--- src/rtl/div_pkg.sv ---
`default_nettype none
// +----------------------------------------------------------------------+
// | div_pkg : shared constants for the divider issue/collect stage       |
// | Rev 1.0                                                              |
// +----------------------------------------------------------------------+
package div_pkg;

  localparam int         c_DEF_WIDTH   = 4;

  localparam logic [1:0] c_IDLE        = 2'd0;
  localparam logic [1:0] c_LAUNCH      = 2'd1;
  localparam logic [1:0] c_WAIT        = 2'd2;
  localparam logic [1:0] c_RESP        = 2'd3;

  // Every quotient bit is set in a divide-by-zero response.
  localparam logic       c_DZ_QUOT_BIT = 1'b1;

endpackage
`default_nettype wire

--- src/rtl/div_watchdog.sv ---
`default_nettype none
// +----------------------------------------------------------------------+
// | div_watchdog : saturating WAIT-cycle counter, flags the cycle whose   |
// | increment reaches TIMEOUT. Rev 1.0                                    |
// +----------------------------------------------------------------------+
module div_watchdog #(
  parameter int TIMEOUT = 15,
  parameter int TO_W    = 4
) (
  input  logic i_clk,
  input  logic i_rst,
  input  logic i_clr,
  input  logic i_en,
  output logic o_expired
);

  localparam logic [TO_W-1:0] c_LIMIT = TO_W'(TIMEOUT);

  logic [TO_W-1:0] r_count;
  logic [TO_W-1:0] w_next;

  always_comb begin
    w_next = (r_count == c_LIMIT) ? r_count : r_count + TO_W'(1);
  end

  assign o_expired = i_en && (w_next == c_LIMIT);

  always_ff @(posedge i_clk) begin
    if (i_rst || i_clr) begin
      r_count <= '0;
    end else if (i_en) begin
      r_count <= w_next;
    end
  end

endmodule
`default_nettype wire

--- src/rtl/div_issue_ctrl.sv ---
`default_nettype none
// +----------------------------------------------------------------------+
// | div_issue_ctrl : issue/collect stage for the sequential divider core  |
// | with divide-by-zero screening and a hung-core watchdog. Rev 1.0       |
// +----------------------------------------------------------------------+
module div_issue_ctrl
  import div_pkg::*;
#(
  parameter int WIDTH   = c_DEF_WIDTH,
  parameter int TIMEOUT = 15,
  parameter int TO_W    = 4
) (
  input  logic             i_clk,
  input  logic             i_rst,
  input  logic             s_valid,
  output logic             s_ready,
  input  logic [WIDTH-1:0] s_dividend,
  input  logic [WIDTH-1:0] s_divisor,
  output logic [WIDTH-1:0] core_data_1,
  output logic [WIDTH-1:0] core_data_2,
  output logic             core_start,
  input  logic             core_done,
  input  logic [WIDTH-1:0] core_q,
  input  logic [WIDTH-1:0] core_r,
  output logic             m_valid,
  input  logic             m_ready,
  output logic [WIDTH-1:0] m_quot,
  output logic [WIDTH-1:0] m_rem,
  output logic             m_dz,
  output logic             m_err,
  output logic [1:0]       o_state
);

  localparam logic [WIDTH-1:0] c_DZ_QUOT = {WIDTH{c_DZ_QUOT_BIT}};

  logic [1:0]       r_state;
  logic             r_done_prev;
  logic [WIDTH-1:0] r_data_1;
  logic [WIDTH-1:0] r_data_2;
  logic [WIDTH-1:0] r_quot;
  logic [WIDTH-1:0] r_rem;
  logic             r_dz;
  logic             r_err;

  logic             w_done_edge;
  logic             w_wd_clr;
  logic             w_wd_en;
  logic             w_expired;

  // done_prev follows core_done through LAUNCH, so a done level left over
  // from the previous op must fall and rise again before it counts.
  assign w_done_edge = core_done & ~r_done_prev;
  assign w_wd_clr    = (r_state == c_LAUNCH);
  assign w_wd_en     = (r_state == c_WAIT) & ~w_done_edge;

  div_watchdog #(
    .TIMEOUT (TIMEOUT),
    .TO_W    (TO_W)
  ) u_watchdog (
    .i_clk     (i_clk),
    .i_rst     (i_rst),
    .i_clr     (w_wd_clr),
    .i_en      (w_wd_en),
    .o_expired (w_expired)
  );

  always_ff @(posedge i_clk) begin
    if (i_rst) begin
      r_state     <= c_IDLE;
      r_done_prev <= 1'b0;
      r_data_1    <= '0;
      r_data_2    <= '0;
      r_quot      <= '0;
      r_rem       <= '0;
      r_dz        <= 1'b0;
      r_err       <= 1'b0;
    end else begin
      r_done_prev <= core_done;
      case (r_state)
        c_IDLE: begin
          if (s_valid) begin
            if (s_divisor != '0) begin
              r_data_1 <= s_divisor;
              r_data_2 <= s_dividend;
              r_state  <= c_LAUNCH;
            end else begin
              r_quot  <= c_DZ_QUOT;
              r_rem   <= s_dividend;
              r_dz    <= 1'b1;
              r_err   <= 1'b0;
              r_state <= c_RESP;
            end
          end
        end
        c_LAUNCH: begin
          r_state <= c_WAIT;
        end
        c_WAIT: begin
          if (w_done_edge) begin
            r_quot  <= core_q;
            r_rem   <= core_r;
            r_dz    <= 1'b0;
            r_err   <= 1'b0;
            r_state <= c_RESP;
          end else if (w_expired) begin
            r_quot  <= '0;
            r_rem   <= '0;
            r_dz    <= 1'b0;
            r_err   <= 1'b1;
            r_state <= c_RESP;
          end
        end
        default: begin
          if (m_ready) begin
            r_state <= c_IDLE;
          end
        end
      endcase
    end
  end

  assign s_ready     = (r_state == c_IDLE);
  assign core_start  = (r_state == c_LAUNCH);
  assign m_valid     = (r_state == c_RESP);
  assign core_data_1 = r_data_1;
  assign core_data_2 = r_data_2;
  assign m_quot      = r_quot;
  assign m_rem       = r_rem;
  assign m_dz        = r_dz;
  assign m_err       = r_err;
  assign o_state     = r_state;

endmodule
`default_nettype wire

--- config.mk ---
export PLATFORM = sky130hd
export DESIGN_NAME = div_issue_ctrl
export DESIGN_NICKNAME = d
export VERILOG_FILES = /design/src/rtl/div_pkg.sv /design/src/rtl/div_watchdog.sv /design/src/rtl/div_issue_ctrl.sv
export SDC_FILE = /design/constraint.sdc
export NUM_CORES = 1
export LEC_CHECK = 0
export ABC_AREA = 1
export CAP_MARGIN = 10
export CORE_MARGIN = 2
export CORE_UTILIZATION = 42
export CTS_BUF_LIST = sky130_fd_sc_hd__clkbuf_16
export CTS_CLUSTER_SIZE = 24
export DETAILED_ROUTE_END_ITERATION = 7
export DONT_BUFFER_PORTS = 1
export GPL_TIMING_DRIVEN = 0
export PLACE_DENSITY_LB_ADDON = 0.15
export SLEW_MARGIN = 15
export SYNTH_ARGS = -nofsm -noshare
export SYNTH_HDL_FRONTEND = slang
export SYNTH_HIERARCHICAL = 1
export SYNTH_SLANG_ARGS = --single-unit
export TNS_END_PERCENT = 10
--- constraint.sdc ---
create_clock -name i_clk -period 2.5 [get_ports i_clk]
set_input_delay 0.125 -clock i_clk [delete_from_list [all_inputs] [get_ports i_clk]]
set_output_delay 0.125 -clock i_clk [all_outputs]
set_load 0.01 [all_outputs]
==> metrics.csv <==
stage,metric,value,unit
placed_design,Cells after DPL,259,
finish,Nets,249,
critical_path,critical path class,flop to flop,
synth,Synth Cell Area,1360,sq um
routing,Residual DRC,0,
timing,final hold violations,0,
finish,Non-Filler Instances,264,
die,I/O pins,44,
job,Max-Cap Viols,0,
clock_network,clk root buf,clkbuf_16,
clock_network,setup bufs post-CTS,0,
timing,# setup viols final,0,
placed_design,IO buf count,0,
routing,DRT Pass-1 Iters,4,
global_routing,vias in the first global route,1169,
pwr,PD cells,1050,nW/um^2
die,Starting Density,44.3,%
timing,Clock Skews,0.00284,ns
synth,Synth cell types,23,
pwr,peak supply drop,385,uV
global_routing,first-pass GRT wire length,4.79,mm
critical_path,crit end category,flop,
routing,antenna-violating nets left,0,
timing,Fmax,465,MHz
die,Die Area,3720,sq um
routing,DRT Wirelength,3.03,mm
synth,"FF+latch count, synth",25,
finish,# fillers,331,
clock_network,Num CTS Buffers,3,
synth,Cells after Synth,215,
outcome,status,completed,
global_routing,initial antenna violation count,0,
timing,setup slack after layout,0.349,ns
die,Die Y,61.0,um
global_routing,pin count of the biggest net entering global routing,15,
clock_network,"Reg clk slew, reported paths",0.06,ns
routing,initial drt markers,26,
finish,"commonest non-fill, non-tap cell in the layout",nand2_1,
timing,fin. max-slew vios,0,
critical_path,CP Launch Type,flop,
critical_path,Worst Path Arrival,2.35,ns
finish,synth-to-layout area growth,10.6,%
timing,unrepaired setup endpoints after global routing,no,
timing,Final TNS setup,0,ns
die,Die Span X,61.0,um
synth,Yosys warnings,6,
routing,wire length per cell,11.5,um
die,core footprint,3080,sq um
timing,Least-Margin Pin Slew,0.464,ns
routing,total number of vias,1297,
pwr,Pleak,0.000743,uW
placed_design,Final HPWL DP,2.31,mm
timing,clock period minus worst slack,2.15,ns
global_routing,total track usage,17.7,%
clock_network,Resized cells post-CTS,0,
synth,"Seq/Total Area, Yosys",36.7,%
clock_network,clk sink count,25,
pwr,total power,1580,uW
hold_path,Hold Path Class,input pin to flop,
critical_path,crit path max fanout,10,
placed_design,Post-Place Setup Slack,0.340,ns
clock_network,H-Tree Level Count,1,
clock_network,Skew-Pair Late Insertion Delay,0.26,ns
finish,number of diodes,0,
clock_network,cts-stage hold buffer count,1,
placed_design,GPL Wtd Cong,0.732,
synth,Syn Nets,243,
finish,fraction of layout cells with a size suffix above 1,5.45,%
die,# rows,20,
clock_network,TritonCTS clock tree,built,
timing,period utilisation layout,86.0,%
synth,Mapped Avg Cell Area,6.34,sq um
routing,vias per inst,4.91,
clock_network,Max clock buf depth,2,
timing,slew margin rel.,69.1,%
finish,"commonest cells after routing, fill and taps aside","nand2_1, nor2_1, inv_1, dfxtp_1, nand3_1",
global_routing,GR Overflow Total,0,
critical_path,Required @ worst endpoint,2.70,ns
==> registers in the layout, indices dropped and copies added, names as in the netlist <==
name	flops
o_state	2
m_quot	4
r_done_prev	1
m_rem	4
core_data_2	4
core_data_1	4
u_watchdog/r_count	4
m_dz	1
m_err	1
==> per-stage QoR <==
| stage | utilization [%] | cell area [sq um] | hold slack, ns |
|---|---|---|---|
| 2_1_floorplan | - | 1360 | 0.232 |
| 3_3_place_gp | 46.1 | 1420 | 0.240 |
| 3_5_place_dp | 46.1 | 1420 | 0.240 |
| 4_1_cts | 49.0 | 1510 | 0.0165 |
| 5_1_grt | 49.0 | 1510 | 0.0215 |
| 6_report | 49.0 | 1510 | 0.0156 |
==> power breakdown <==
group | internal [uW] | switching [uW]
registers | 487 | 110
logic | 221 | 406
clock network | 216 | 142
total | 924 | 658
==> synth_stat cells, drive strengths merged <==
library cell  instances  area, sq um
nand2                74          288
inv                  31          116
nor2                 31          116
dfxtp                25          500
nand3                16         80.1
a21oi                11         58.8
ha                    7         87.6
o21ai                 6         30.0
nand4                 3         18.8
buf                   2         16.3
clkbuf                2         7.51
o21a                  2         15.0
or2                   2         12.5
clkinv                1         3.75
nand3b                1         7.51
nor3                  1         5.00
==> cells by family after synthesis <==
| kind of cell | after synthesis | synth area share (%) |
|---|---|---|
| AOI/OAI and AO/OA | 19 | 7.61 |
| buffers and inverters | 36 | 10.5 |
| adders and majority gates | 7 | 6.42 |
| and+or+nand+nor | 128 | 38.7 |
| DFF | 25 | 36.7 |
==> worst max-delay path: stages, from the launching register on <==
cell and delay (ns):
dfxtp_1 0.38, inv_1 0.15, ha_1 0.22, inv_2 0.08, nor2_1 0.29, nand3_1 0.13, nor2_1 0.10, inv_1 0.05
nand3_1 0.09, nand2_1 0.08, inv_2 0.10, nand2_4 0.08, buf_6 0.14, nand2_1 0.06, nand2_1 0.04, nor2_1 0.10
==> area by class of cell <==
| class | count | area (sq um) | area share [%] |
|---|---|---|---|
| Buffer | 4 | 23.8 | 1.58 |
| Clock buffer | 3 | 75.1 | 4.98 |
| Clock inverter | 1 | 5.00 | 0.332 |
| Inverter | 32 | 120 | 7.96 |
| Multi-Input combinational cell | 154 | 719 | 47.7 |
| Sequential cell | 25 | 500 | 33.2 |
| Tap cell | 44 | 55.1 | 3.65 |
| Timing Repair Buffer | 1 | 10.0 | 0.663 |
==> worst paths after layout <==
kind	depth (start not counted)	end	from	slack [ns]
max	15	m_quot[3]	o_state[0]	0.35
max reg2reg	15	m_quot[3]	o_state[0]	0.35
min	2	core_data_1[3]	s_divisor[3]	0.02
min reg2reg	2	core_data_1[3]	core_data_1[3]	0.51
==> per-layer routing <==
layer | part of all wire [%] | vias to the layer above | global-route usage, %
li1 | - | 671 | -
met1 | 40 | 568 | 18.6
met2 | 48 | 52 | 30.9
met3 | 10 | 6 | 6.18
met4 | 2.0 | 0 | 9.32
met5 | 0 | - | 0
(Power assumes the default switching activity.)
